`src/rtl/big_noc_pkg.sv`:
```
// Shared router definitions: flit format, port count and arbiter state encoding.
package big_noc_pkg;

  localparam int unsigned FLIT_W   = 11;
  localparam int unsigned TAIL_BIT = FLIT_W - 1;
  localparam int unsigned NREQ     = 5;
  localparam int unsigned CORE_IDX = 4;

  typedef logic [FLIT_W-1:0] flit_t;

  typedef enum logic [0:0] {
    ARB_IDLE,
    ARB_LOCK
  } arb_state_t;

endpackage

```
`src/rtl/big_merge_arbiter_rr_pick.sv`:
```
// Combinational round-robin picker: first set request bit at or after ptr, wrapping.
module rr_pick #(
  parameter int unsigned N = 5,
  parameter int unsigned W = 3
) (
  input  logic [N-1:0] req,
  input  logic [W-1:0] ptr,
  output logic         any,
  output logic [W-1:0] idx
);

  always_comb begin
    int unsigned cand;
    any  = 1'b0;
    idx  = '0;
    cand = 0;
    // Walk offsets from far to near so the offset closest to ptr overrides.
    for (int k = N - 1; k >= 0; k--) begin
      cand = (32'(ptr) + 32'(k)) % N;
      if (req[cand[W-1:0]]) begin
        any = 1'b1;
        idx = W'(cand);
      end
    end
  end

endmodule

```
`src/rtl/big_merge_arbiter.sv`:
```
// Packet-locked round-robin merge of NREQ requesters onto one output channel,
// with a one-entry registered output stage and a delivered-packet counter.
module big_merge_arbiter
  import big_noc_pkg::*;
#(
  parameter int unsigned WIDTH = FLIT_W,
  parameter int unsigned NREQ  = big_noc_pkg::NREQ,
  parameter int unsigned SELW  = $clog2(NREQ),
  parameter int unsigned CNTW  = 16
) (
  input  logic                  clk,
  input  logic                  rst_n,
  input  logic [NREQ-1:0]       in_valid,
  input  logic [NREQ*WIDTH-1:0] in_data,
  output logic [NREQ-1:0]       in_ready,
  output logic                  out_valid,
  output logic [WIDTH-1:0]      out_data,
  input  logic                  out_ready,
  output logic                  grant_valid,
  output logic [SELW-1:0]       grant_sel,
  output logic [CNTW-1:0]       pkt_count
);

  arb_state_t       state_q, state_d;
  logic [SELW-1:0]  ptr_q, ptr_d;
  logic [SELW-1:0]  sel_q, sel_d;
  logic             out_valid_q, out_valid_d;
  logic [WIDTH-1:0] out_data_q, out_data_d;
  logic [CNTW-1:0]  pkt_count_q;

  logic             pick_any;
  logic [SELW-1:0]  pick_idx;
  logic             can_load;
  logic             load;
  logic [WIDTH-1:0] cur_flit;

  rr_pick #(
    .N (NREQ),
    .W (SELW)
  ) u_pick (
    .req (in_valid),
    .ptr (ptr_q),
    .any (pick_any),
    .idx (pick_idx)
  );

  assign cur_flit = in_data[sel_q*WIDTH +: WIDTH];
  // Output slot is free when empty or being drained this cycle.
  assign can_load = !out_valid_q || out_ready;

  always_comb begin
    state_d  = state_q;
    ptr_d    = ptr_q;
    sel_d    = sel_q;
    in_ready = '0;
    load     = 1'b0;
    unique case (state_q)
      ARB_IDLE: begin
        if (pick_any) begin
          sel_d   = pick_idx;
          state_d = ARB_LOCK;
        end
      end
      ARB_LOCK: begin
        in_ready[sel_q] = can_load;
        if (in_valid[sel_q] && can_load) begin
          load = 1'b1;
          if (cur_flit[WIDTH-1]) begin
            state_d = ARB_IDLE;
            ptr_d   = (sel_q == SELW'(NREQ - 1)) ? '0 : sel_q + SELW'(1);
          end
        end
      end
      default: state_d = ARB_IDLE;
    endcase
  end

  always_comb begin
    out_valid_d = out_valid_q;
    out_data_d  = out_data_q;
    if (load) begin
      out_valid_d = 1'b1;
      out_data_d  = cur_flit;
    end else if (out_valid_q && out_ready) begin
      out_valid_d = 1'b0;
    end
  end

  always_ff @(posedge clk or negedge rst_n) begin
    if (!rst_n) begin
      state_q     <= ARB_IDLE;
      ptr_q       <= '0;
      sel_q       <= '0;
      out_valid_q <= 1'b0;
      out_data_q  <= '0;
      pkt_count_q <= '0;
    end else begin
      state_q     <= state_d;
      ptr_q       <= ptr_d;
      sel_q       <= sel_d;
      out_valid_q <= out_valid_d;
      out_data_q  <= out_data_d;
      if (out_valid_q && out_ready && out_data_q[WIDTH-1]) begin
        pkt_count_q <= pkt_count_q + CNTW'(1);
      end
    end
  end

  assign out_valid   = out_valid_q;
  assign out_data    = out_data_q;
  assign grant_valid = (state_q == ARB_LOCK);
  assign grant_sel   = sel_q;
  assign pkt_count   = pkt_count_q;

endmodule

```
`config.mk`:
```
export PLATFORM = sky130hd
export DESIGN_NAME = big_merge_arbiter
export DESIGN_NICKNAME = d
export VERILOG_FILES = /design/src/rtl/big_noc_pkg.sv /design/src/rtl/big_merge_arbiter_rr_pick.sv /design/src/rtl/big_merge_arbiter.sv
export SDC_FILE = /design/constraint.sdc
export NUM_CORES = 1
export LEC_CHECK = 0
export ABC_CLOCK_PERIOD_IN_PS = 6800
export CAP_MARGIN = 20
export CORE_UTILIZATION = 53
export DETAILED_ROUTE_END_ITERATION = 16
export GPL_ROUTABILITY_DRIVEN = 0
export HOLD_SLACK_MARGIN = 0.03
export PLACE_DENSITY = 0.88
export SYNTH_ARGS = -nofsm -noshare
export SYNTH_HDL_FRONTEND = slang
export SYNTH_SLANG_ARGS = --single-unit
```
`constraint.sdc`:
```
create_clock -name clk -period 6.8 [get_ports clk]
set_input_delay 2.04 -clock clk [delete_from_list [all_inputs] [get_ports clk]]
set_output_delay 2.04 -clock clk [all_outputs]
set_load 0.1 [all_outputs]
```
Word level (Yosys, flattened, before mapping):

Index checks and enable logic that the tools add are counted.
W data, S select, Z words.

* input port bits: 63
* output and inout port bits: 37
* register bits: 35
* word-level logic and storage cells: 72

* $lt $le $gt $ge: 7
* shift operators: 1
* multiply operators: 1
* $add $sub $neg: 6
* bitwise operators: 2
* equal/unequal tests: 1
* reduce and logical (&&, ||, !) cells: 9
* divide/modulo/power cells: 5
* mux-type cells: 34

Operators with widths (count)
* $mod A32 B3 Y32 const B: 4
* $shiftx A55 B8 Y11: 1
* $mod A3 B3 Y32 const B: 1
* $lt A3 B4 Y1 const B: 6
* $mux W1: 19
* $bmux W1 S3: 6
* $mux W3: 6
* $add A16 B1 Y16 const B: 1
* $add A3 B2 Y4 const B: 2
* $mul A3 B4 Y7 const B: 1
* $and A5 B5 Y5: 1
* $mux W5: 1
* $add A3 B1 Y4 const B: 1
* $add A3 B3 Y4 const B: 1
* $logic_and A1 B1 Y1: 4
* $add A3 B1 Y3 const B: 1
* $demux W1 S3: 1
* $eq A3 B3 Y1 const B: 1
* $ge A3 B1 Y1 const B: 1
* $reduce_and A3 Y1: 1
* $pmux W1 S2: 1
* $reduce_and A2 Y1: 1
* $reduce_bool A2 Y1: 1
* $logic_not A1 Y1: 1
* 2 further kinds: 2

Logic depth before layout (Yosys ltp):

* depth after elaboration: 11
* mapped depth: 19

Cells and area by module:

Synthesis repeated with hierarchy kept, for this count alone.

* cells, all modules: 380
* area, all modules: 3606.0 µm²

Modules (own cells, without submodules)
* big_merge_arbiter: area each 2035.7 µm², cells each 180, instances 1
* rr_pick: area each 1570.3 µm², cells each 200, instances 1

Least setup slack after synthesis:

OpenSTA, ideal clock, no wires.

* path kind: input -> output
* start point: in out_ready
* end point: out in_ready[0]
* data required time: 4760 ps
* data arrival time: 5174 ps
* path buffers: 0
* slack: -414 ps
* stages: 3
* cells stage by stage: nand2b_1 -> nand2_1 -> nor4_1

* cells in the longest elaborated chain, start to end: 3

Ends and longest elaborated chain
* start, declared: line big_merge_arbiter.sv:18 `input logic out_ready,`
* $logic_or A1 B1 Y1: line big_merge_arbiter.sv:49 `assign can_load = !out_valid_q || out_ready;`
* $and A5 B5 Y5 (no line)
* $mux W5: line big_merge_arbiter.sv:57 `unique case (state_q)`
* end, declared: line big_merge_arbiter.sv:15 `output logic [NREQ-1:0] in_ready,`

No other way between the ends.

Worst setup path after layout:

* start point: in out_ready
* end point: out in_ready[3]

The elaborated chain is that of the path after synthesis.

==> results.md <==
- Simple-gate portion of the synthesized area: 21.5%
- Hold Crit Class: flop to flop
- Post-route antenna net violation count: 0
- Tcrit/Tclk final: slightly above 80%
- IO buf count: between 90 and 100
- Post-Syn Area: about 0.0035 mm²
- Core Region: around 0.0063 mm²
- Crit path time final: around 5.6 ns
- Ant. Diodes: 0
- WP data required: approximately 4.8 ns
- Via count: between 3000 and 4000
- Post-cts sizing count: 0
- Root Driver: clkbuf_8
- CTS tree: built
- Crit-path max FO: 6
- Die Wd: slightly above 80 µm
- Clock Tree Buf Depth: 2
- Die ar.: around 0.0069 mm²
- First-pass GRT wire length: 16500 µm
- Buffers and inverters on the worst path: 2
- Vias per cell: 6.36
- Vias in the first global route: ~3400
- Synth warnings: 0
- Critical path type: input pin to primary output
- Proportion of synthesized area in mux cells: between 10% and 20%
- Critical path, cell by cell: clkdlybuf4s50_1, nand2b_1, nand2_1, nor4_1, buf_4
- Final Setup Violations: 0
- Clock transition at path regs: about 0.07 ns
- Slowest cell on the critical path: clkdlybuf4s50_1
- Arr. time, crit path: roughly 3.6 ns
- # DRC: 0
- Compound-cell area share of the yosys netlist: 22.1%
- Postcts setup bufs: 0
- Post-synthesis cell count: just under 400
- Top_reg_cell synth: dfrtp_1
- Cts hold-fix bufs: 0
- Routed WL per cell: around 18 µm
- Num CTS Buffers: 5
- Seq cells post-synth: 35
- Initial antenna violation count: 0
- Clk_skew: approximately 0.0094 ns
- Clock latency on the worst-skew pair: roughly 0.30 ns
- Synth cell types: 75
- # Max-Cap Violations: 0
- Slew @ Worst Pin: 1.02 ns
- Fmax: 178 MHz
- Largest family of logic cells by synthesized area: compound AO/OA/AOI/OAI gates
- Syn-to-layout area delta: 31.9%
- Post-synth EDFFs: 0
- Post-synthesis adder-cell area fraction: 7.87%
- Worst relative slew slack: a little under a third
- Nets: between 500 and 600
- Placed cell count: 546
- HPWL Detailed: roughly 8000 µm
- Clk sinks: 35
- Critical Path Start Type: input pin
- Register area share after synthesis: around 25%
- # rows: 29
- Unrepaired setup endpoints after global routing: no
- FFs w/ async S/R, synth: between 90% and 100%
- Largest net degree at the start of global routing: 36
- Initial DRC Count: 240
- Final Hold Vio Count: 0
- Crit path max-delay family: buffers and inverters
- H-tree depth: 2
- Synthesized area per cell: roughly 9.0 µm²
- Syn nets: around 470
- Ports: 100
- Area leader, netlist: dfrtp_1
- Die H: between 80 and 90 µm
- Status: finished clean
- DRT Wirelength: ~10000 µm
- Ratio of cells with drive above 1 in the final layout: between 10% and 20%
- Slew Viols, Final: 0
- First-pass iteration count of the detailed router: 5
- Setup crit end kind: primary output
- Count leader, synth: dfrtp_1
- Synth cell count leaders: dfrtp_1, nand2_1, nor2_1
- Gr ovfl total: 0
- Slowest cell delay on critical path: roughly 0.50 ns
- Initial core utilization: a little over half
- Synth top area share: around a quarter
- Synth top area cells: dfrtp_1, mux4_2, ha_1, xnor2_1, nand2_1
- Xor and xnor area share after synthesis: approximately 6.0%
- Overall Global Routing Usage: 29.4%
- Fill cells: 469
- Layout Cells excl Fill: ~550
==> metal layers <==
metal	global-route usage [%]	vias to the layer above	routed length [µm]
li1	-	1638	-
met1	36.1	1694	4080
met2	51.3	168	5060
met3	6.66	24	817
met4	9.40	0	192
met5	0	-	0
==> worst reg2reg max path: stages, from the launching register on <==
cell and delay, ns:
dfrtp_1 0.70, inv_1 0.35, ha_1 0.73, inv_1 0.34
ha_1 0.27, inv_1 0.06, ha_1 0.22, nand2b_1 0.18
o211ai_2 0.23, nand3_2 0.13, a311oi_1 0.41, a2bb2oi_2 0.25
and3_2 0.25, a41oi_4 0.14, mux2_4 0.34
==> flip-flops by register name, indices dropped and copies added (netlist names) <==
name / cells
pkt_count: 16
ptr_q: 3
grant_valid: 1
grant_sel: 3
out_data: 11
out_valid: 1
==> area by class of cell <==
class                      instances  area (µm²)  share of cell area, %
multi-input combinational        311        2440                   53.1
timing repair buffer             105        1020                   22.3
sequential                        35         876                   19.1
tap                               77        96.3                   2.10
clock buffer                       5        68.8                   1.50
inverter                          18        67.6                   1.47
clock inverter                     3        20.0                  0.436
==> placed cells by master (no fill, tap or decap), types with 4 or more instances in the layout <==
| master | n |
|---|---|
| o211ai_1 | 7 |
| a21oi_1 | 23 |
| dfrtp_1 | 35 |
| mux4_2 | 15 |
| and2_1 | 4 |
| xnor2_1 | 17 |
| xor2_1 | 5 |
| mux2i_1 | 4 |
| nor2b_1 | 4 |
| nand2b_1 | 10 |
| nor4_1 | 5 |
| a31oi_1 | 5 |
| nand4_1 | 7 |
| ha_1 | 21 |
| a21o_1 | 4 |
| o21ai_0 | 9 |
| inv_1 | 16 |
| a311oi_1 | 5 |
| clkbuf_8 | 5 |
| clkdlybuf4s50_1 | 94 |
| a221oi_1 | 4 |
| a22oi_1 | 12 |
| nor2_1 | 26 |
| nand3_1 | 13 |
| buf_4 | 11 |
| nand2_1 | 33 |
| nor3_1 | 7 |
| and3_1 | 9 |
==> worst paths after layout <==
check | slack [ns] | startpoint | end | cells past startpoint
max | 1.18 | out_ready | in_ready[3] | 5
min | 0.48 | pkt_count[15] | pkt_count[15] | 1
max reg2reg | 2.07 | ptr_q[1] | grant_sel[2] | 14
min reg2reg | 0.48 | pkt_count[15] | pkt_count[15] | 1
max in group asynchronous | 4.34 | rst_n | out_data[5] | 2
min in group asynchronous | 2.15 | rst_n | pkt_count[2] | 2
==> metrics by stage <==
stage | TNS (ns) | worst slack, ns | hold slack, ns | cell area [µm²] | util [%]
after floorplan | -1.66 | -0.414 | 0.850 | 3480 | -
after global placement | 0 | 1.45 | 0.465 | 4500 | 70.9
after detailed placement | 0 | 1.23 | 0.471 | 4500 | 70.9
after CTS | 0 | 1.18 | 0.483 | 4590 | 72.3
after global routing | 0 | 1.13 | 0.489 | 4590 | 72.3
final | 0 | 1.18 | 0.484 | 4590 | 72.3
==> cell families after synthesis <==
logic type      count (synthesis)
buf+inv                        41
fa+ha+maj                      22
xor+xnor                       23
flops                          35
mux                            24
simple gates                  140
compound gates                102
Power is not shown: default switching activity piles up to over one toggle a cycle in this logic, so the estimate is an artifact.
